--- src/rtl/riscv_pkg.sv ---
// Shared constants for the RISC-V pipeline stages.
package riscv_pkg;

    localparam int unsigned XLEN        = 32;
    localparam int unsigned INSTR_BYTES = 4;
    localparam logic [XLEN-1:0] NOP_HALT = 32'h0000_0000;

endpackage

--- src/rtl/if_prefetch_unit_if.sv ---
// Instruction-memory request/response bus between the fetch unit (master)
// and instruction memory (slave). Responses return in request order.
interface if_prefetch_unit_if #(
    parameter int unsigned XLEN = riscv_pkg::XLEN
);

    logic            req;
    logic [XLEN-1:0] addr;
    logic            rvalid;
    logic [XLEN-1:0] rdata;

    modport master (output req, output addr, input rvalid, input rdata);
    modport slave  (input req, input addr, output rvalid, output rdata);

endinterface

--- src/rtl/if_prefetch_unit_fifo.sv ---
// Synchronous prefetch FIFO: registered storage, so there is no empty
// bypass; flush empties it in one cycle.
module if_fifo #(
    parameter int unsigned WIDTH = 64,
    parameter int unsigned DEPTH = 4
) (
    input  logic                       clk,
    input  logic                       rst,
    input  logic                       flush,
    input  logic                       push,
    input  logic [WIDTH-1:0]           push_data,
    input  logic                       pop,
    output logic [WIDTH-1:0]           head,
    output logic                       full,
    output logic                       empty,
    output logic [$clog2(DEPTH):0]     count
);

    localparam int unsigned AW = $clog2(DEPTH);
    localparam int unsigned CW = AW + 1;

    logic [WIDTH-1:0] mem [DEPTH];
    logic [AW-1:0]    wr_ptr;
    logic [AW-1:0]    rd_ptr;
    logic [CW-1:0]    cnt;

    // Pointer and occupancy tracking; flush wins over push/pop.
    always_ff @(posedge clk) begin
        if (!rst || flush) begin
            wr_ptr <= '0;
            rd_ptr <= '0;
            cnt    <= '0;
        end else begin
            if (push) wr_ptr <= wr_ptr + 1'b1;
            if (pop)  rd_ptr <= rd_ptr + 1'b1;
            case ({push, pop})
                2'b10:   cnt <= cnt + 1'b1;
                2'b01:   cnt <= cnt - 1'b1;
                default: cnt <= cnt;
            endcase
        end
    end

    // Entry storage; no reset needed since occupancy gates visibility.
    always_ff @(posedge clk) begin
        if (push && !flush) mem[wr_ptr] <= push_data;
    end

    // Underflow guard: decode must never pop an empty queue.
    always_ff @(posedge clk) begin
        if (rst && !flush) assert (!(pop && empty));
    end

    always_comb begin
        head  = mem[rd_ptr];
        full  = (cnt == CW'(DEPTH));
        empty = (cnt == '0);
        count = cnt;
    end

endmodule

--- src/rtl/if_prefetch_unit.sv ---
// Instruction-fetch stage: owns the fetch PC, issues credit-limited word
// requests, queues returned instructions and hands them to decode.
module if_prefetch_unit
    import riscv_pkg::*;
#(
    parameter int unsigned     XLEN     = 32,
    parameter int unsigned     DEPTH    = 4,
    parameter logic [XLEN-1:0] RESET_PC = 32'h0000_0000
) (
    input  logic                     clk,
    input  logic                     rst,
    if_prefetch_unit_if.master       imem,
    input  logic                     redirect_valid,
    input  logic [XLEN-1:0]          redirect_pc,
    output logic                     instr_valid,
    output logic [XLEN-1:0]          instr,
    output logic [XLEN-1:0]          pc,
    output logic [XLEN-1:0]          pc_plus4,
    input  logic                     decode_ready,
    output logic                     halted
);

    localparam int unsigned CW = $clog2(DEPTH) + 1;

    logic [XLEN-1:0]   fetch_pc;
    logic [XLEN-1:0]   rsp_pc;
    logic [XLEN-1:0]   target;
    logic [CW-1:0]     outstanding;
    logic [CW-1:0]     drop;
    logic [CW-1:0]     count;
    logic [CW:0]       credit_sum;
    logic [CW:0]       flush_sum;
    logic [CW-1:0]     drop_flush;
    logic              issue;
    logic              enq;
    logic              deq;
    logic              fifo_full;
    logic              fifo_empty;
    logic [2*XLEN-1:0] head;

    if_fifo #(
        .WIDTH (2 * XLEN),
        .DEPTH (DEPTH)
    ) u_fifo (
        .clk       (clk),
        .rst       (rst),
        .flush     (redirect_valid),
        .push      (enq),
        .push_data ({rsp_pc, imem.rdata}),
        .pop       (deq),
        .head      (head),
        .full      (fifo_full),
        .empty     (fifo_empty),
        .count     (count)
    );

    // Issue/credit decisions, drop reload value and decode-side outputs.
    always_comb begin
        target     = redirect_pc & ~XLEN'(3);
        credit_sum = {1'b0, count} + {1'b0, outstanding};
        // rst gates the request so nothing is issued that reset would forget.
        issue      = rst & !halted & !redirect_valid & (credit_sum < (CW+1)'(DEPTH));
        enq        = rst & !redirect_valid & imem.rvalid & (drop == '0);
        instr_valid = !fifo_empty & !redirect_valid;
        deq        = instr_valid & decode_ready;

        // Everything still in flight must be discarded after a redirect or
        // reset; a response arriving this very cycle is already consumed.
        flush_sum = {1'b0, outstanding} + {1'b0, drop};
        if (imem.rvalid && (flush_sum != '0)) flush_sum = flush_sum - 1'b1;
        drop_flush = (flush_sum > (CW+1)'(DEPTH)) ? CW'(DEPTH) : flush_sum[CW-1:0];

        imem.req  = issue;
        imem.addr = fetch_pc;

        instr    = fifo_empty ? '0 : head[XLEN-1:0];
        pc       = fifo_empty ? '0 : head[2*XLEN-1:XLEN];
        pc_plus4 = fifo_empty ? '0 : head[2*XLEN-1:XLEN] + XLEN'(INSTR_BYTES);
    end

    // Fetch PC, response PC, credit/drop counters and sticky halt.
    always_ff @(posedge clk) begin
        if (!rst) begin
            fetch_pc    <= RESET_PC;
            rsp_pc      <= RESET_PC;
            outstanding <= '0;
            drop        <= drop_flush;
            halted      <= 1'b0;
        end else if (redirect_valid) begin
            fetch_pc    <= target;
            rsp_pc      <= target;
            outstanding <= '0;
            drop        <= drop_flush;
            halted      <= 1'b0;
        end else begin
            if (issue) fetch_pc <= fetch_pc + XLEN'(INSTR_BYTES);
            case ({issue, enq})
                2'b10:   outstanding <= outstanding + 1'b1;
                2'b01:   outstanding <= outstanding - 1'b1;
                default: outstanding <= outstanding;
            endcase
            if (imem.rvalid && (drop != '0)) drop <= drop - 1'b1;
            if (enq) begin
                // Responses are in order, so the next kept one is rsp_pc.
                rsp_pc <= rsp_pc + XLEN'(INSTR_BYTES);
                if (imem.rdata == XLEN'(NOP_HALT)) halted <= 1'b1;
            end
        end
    end

    // The credit rule must keep enqueues away from a full queue.
    always_ff @(posedge clk) begin
        if (rst) assert (!(enq && fifo_full));
    end

endmodule

--- src/flat_wrapper.sv ---
// flat-port wrapper written by rule: the top's interface ports become plain ports
module if_prefetch_unit_flat import riscv_pkg::*;
#(
    parameter int unsigned     XLEN     = 32,
    parameter int unsigned     DEPTH    = 4,
    parameter logic [XLEN-1:0] RESET_PC = 32'h0000_0000
)
  (clk, rst, redirect_valid, redirect_pc, instr_valid, instr, pc, pc_plus4, decode_ready, halted, imem_req, imem_addr, imem_rvalid, imem_rdata);
  if_prefetch_unit_if #(.XLEN(XLEN)) imem_i ();
  input  logic clk;
  input  logic rst;
  input  logic redirect_valid;
  input  logic [XLEN-1:0] redirect_pc;
  output logic instr_valid;
  output logic [XLEN-1:0] instr;
  output logic [XLEN-1:0] pc;
  output logic [XLEN-1:0] pc_plus4;
  input  logic decode_ready;
  output logic halted;
  output wire logic [$bits(imem_i.req)-1:0] imem_req;
  output wire logic [$bits(imem_i.addr)-1:0] imem_addr;
  input wire logic [$bits(imem_i.rvalid)-1:0] imem_rvalid;
  input wire logic [$bits(imem_i.rdata)-1:0] imem_rdata;
  assign imem_req = imem_i.req;
  assign imem_addr = imem_i.addr;
  assign imem_i.rvalid = imem_rvalid;
  assign imem_i.rdata = imem_rdata;
  if_prefetch_unit #(.XLEN(XLEN), .DEPTH(DEPTH), .RESET_PC(RESET_PC)) u_core (.clk(clk), .rst(rst), .imem(imem_i), .redirect_valid(redirect_valid), .redirect_pc(redirect_pc), .instr_valid(instr_valid), .instr(instr), .pc(pc), .pc_plus4(pc_plus4), .decode_ready(decode_ready), .halted(halted));
endmodule
--- config.mk ---
export PLATFORM = sky130hd
export DESIGN_NAME = if_prefetch_unit_flat
export DESIGN_NICKNAME = d
export VERILOG_FILES = /design/src/rtl/riscv_pkg.sv /design/src/rtl/if_prefetch_unit_if.sv /design/src/rtl/if_prefetch_unit_fifo.sv /design/src/rtl/if_prefetch_unit.sv /design/src/flat_wrapper.sv
export SDC_FILE = /design/constraint.sdc
export NUM_CORES = 1
export LEC_CHECK = 0
export BUFFER_PORTS_ARGS = -buffer_cell sky130_fd_sc_hd__buf_4
export CAP_MARGIN = 20
export CORE_UTILIZATION = 50
export DETAILED_ROUTE_END_ITERATION = 10
export HOLD_SLACK_MARGIN = 0.15
export PLACE_DENSITY = 0.75
export REMOVE_ABC_BUFFERS = 1
export SLEW_MARGIN = 25
export SYNTH_ARGS = -nofsm -noshare
export SYNTH_HDL_FRONTEND = slang
export SYNTH_HIERARCHICAL = 1
export SYNTH_SLANG_ARGS = --single-unit
--- constraint.sdc ---
create_clock -name clk -period 3.3 [get_ports clk]
set_clock_uncertainty 0.2 [all_clocks]
set_input_delay 0.33 -clock clk [delete_from_list [all_inputs] [get_ports clk]]
set_output_delay 0.33 -clock clk [all_outputs]
set_load 0.005 [all_outputs]
==> impl_results.md <==
- Area grow syn2layout: 27.87%
- Wire per inst: 18.74 um
- ANT cells: 0
- Final period utilization: 102.0%
- Die area: roughly 30000 um2
- CTS root buf: clkbuf_16
- Slew HR: a little under half
- Crit path time final: 3.366 ns
- H-tree depth: 2
- Hold Crit Depth: 4
- Final worst slack: -0.06609 ns
- RSZ-0062 raised after global routing: yes
- Worst Hold End: u_core/u_fifo/rd_ptr[0]
- Maxcap violations: 0
- DRT Wirelength: 33.37 mm
- Reg clk slew, reported paths: 0.06 ns
- DIE HEIGHT: 174.0 um
- Max-slew violations: 0
- Cells after DPL: 1629
- Leakage Power: 6.678 nW
- Crit path capture type: primary output
- Syn Inst Count: 1054
- Vias in the first global route: 9805
- Hold WC Path Type: in2reg
- Nets: 1463
- Pin count of the biggest net entering global routing: 65
- Residual DRC count: 0
- Synthesized area: ~15000 um2
- Total global routing overflow: 0
- Max clock buf depth: 3
- Cell depth of the worst flop-to-flop path: 9
- Ys Warns: 6
- Detailed Place HPWL: 21.15 mm
- Status: finished, violations left
- Fin util: 65.35%
- Worst hold slack: 0.1892 ns
- Pre-CTS setup slack: between 0.2 and 0.3 ns
- Multi-input logic area: between 5000 and 6000 um2
- Share of cells above drive strength 1: around 29%
- Drt initial violations: 785
- Least-Margin Pin Slew: 0.8056 ns
- Core area: 28940 um2
- WP data required: around 2.8 ns
- WS Path Type: reg2out
- HP Start: decode_ready
- CTS tree: yes
- Clk Latency, worst-skew pair: ~0.5 ns
- Ports: 200
- Reg-to-reg slack, setup: 0.39 ns
- Final setup fails: 9
- Maximum fanout along the worst path: 8
- Antenna Violating Nets Remaining: 0
- Final hold viol count: 0
- R2r endpoint: u_core/outstanding[2]
- Number of I/O port buffers: 195
- CTS buffer count: 34
- Startpoint types: flop
- Layout fillers: 2039
- CP Data Arrival Time: 2.84 ns
- Vias: about 10000
- Detailed-route vias per instance: 5.555
- First-pass GRT wire length: 52.49 mm
- Initial core utilization: 51.11%
- Maximum VDD drop: approximately 0.33 mV
- Post-Layout Cell Count: between 1500 and 2000
- Pwr Density: around 480 nW/um2
- Clock sink count: roughly 330
- Fmax: approximately 300 MHz
- Drt pass-1 iters: 5
- # rows: between 60 and 70
- Failing checks: negative setup slack
- Reg-to-Reg Start: u_core/outstanding[2]
- Die width: between 150 and 200 um
- Total track usage: between 20% and 30%
- Antenna violations before repair: 0
- RePlAce Congestion: between 0.8 and 0.9
- Avg Inst Size Synth: 14.03 um2
- Register Area: 9246 um2
==> metrics by stage <==
stage	power [mW]	cell area, um2	TNS (ns)
final	9.030	18910	-0.3410
after CTS	9.092	18870	-0.2616
after global placement	5.400	16830	0
after detailed placement	5.422	16830	0
after global routing	9.350	18910	-1.991
after floorplan	5.125	14480	-348.48
==> state kept, by name, indices dropped and copies added, names as in the netlist, named ones only <==
name and count:
u_core/u_fifo/mem 256, u_core/imem.addr 30, u_core/rsp_pc 30, u_core/drop 3, u_core/outstanding 3, u_core/u_fifo/count 3
u_core/u_fifo/rd_ptr 2, u_core/u_fifo/wr_ptr 2, u_core/halted 1
==> area by class of cell <==
type	instances	area share, %
multi-input cells	656	27.88
flip-flops and latches	332	48.90
repair buffers	327	14.70
well taps	384	2.541
inverters	23	0.4830
clock inverters	14	0.6617
clock buffers	45	4.830
==> critical path, stage by stage, from the launching register on <==
cell and delay [ns]:
dfxtp_4 0.38, buf_12 0.14, buf_12 0.14, mux4_2 0.58, ha_4 0.20, nand4_1 0.16
nor2_2 0.08, buf_6 0.14, nand3_1 0.11, xor2_1 0.17, nor2_1 0.06, buf_4 0.16
==> where the power goes <==
part | leakage [nW] | switching [mW] | internal [mW]
Clock | 0.508 | 1.51 | 2.11
Sequential | 2.96 | 0.113 | 4.60
Combinational | 3.21 | 0.345 | 0.354
Total | 6.68 | 1.96 | 7.07
==> placed cells by master (no fill, tap or decap), drive strengths merged, types with 4 or more instances in the layout <==
master	count
inv	24
or3	10
nor2	63
mux2	15
a21oi	44
ha	17
nand2b	4
clkinv	10
dfxtp	73
dlygate4sd3	65
nor3	10
edfxtp	259
and4	8
and2	14
a31oi	15
o21ai	32
clkbuf	45
buf	262
xnor2	18
nand3	40
and3	16
o211ai	6
nor4	17
or4	5
nand4	36
nand2	68
conb	10
nor2b	67
xor2	44
mux4	64
==> worst max-delay path by stage <==
stage	start	endpoint	slack (ns)
after floorplan	u_core/u_fifo/count[0]	u_core/u_fifo/count[2]	-3.63
after global routing	flop	pc_plus4[16]	-0.16
after CTS	flop	pc_plus4[23]	-0.05
final	flop	pc_plus4[28]	-0.07
after global placement	flop	pc_plus4[15]	0.30
after detailed placement	flop	pc_plus4[15]	0.28
==> per-layer routing <==
metal,up-vias,GRT usage [%],wire length [um]
met3,51,3.412,2237
met5,-,0,0
li1,4640,-,-
met1,4796,30.17,14240
met4,0,6.360,778
met2,406,36.78,16120
==> timing repair <==
action / in CTS / in global routing
endpoints found under the setup margin: 20 / 20
endpoints found under the hold margin: 192 / 0
buffers inserted: 26 / 3
hold buffers: 65 / 0
pin swaps: 16 / 8
resized for setup: 31 / 6
(Power assumes the default switching activity.)
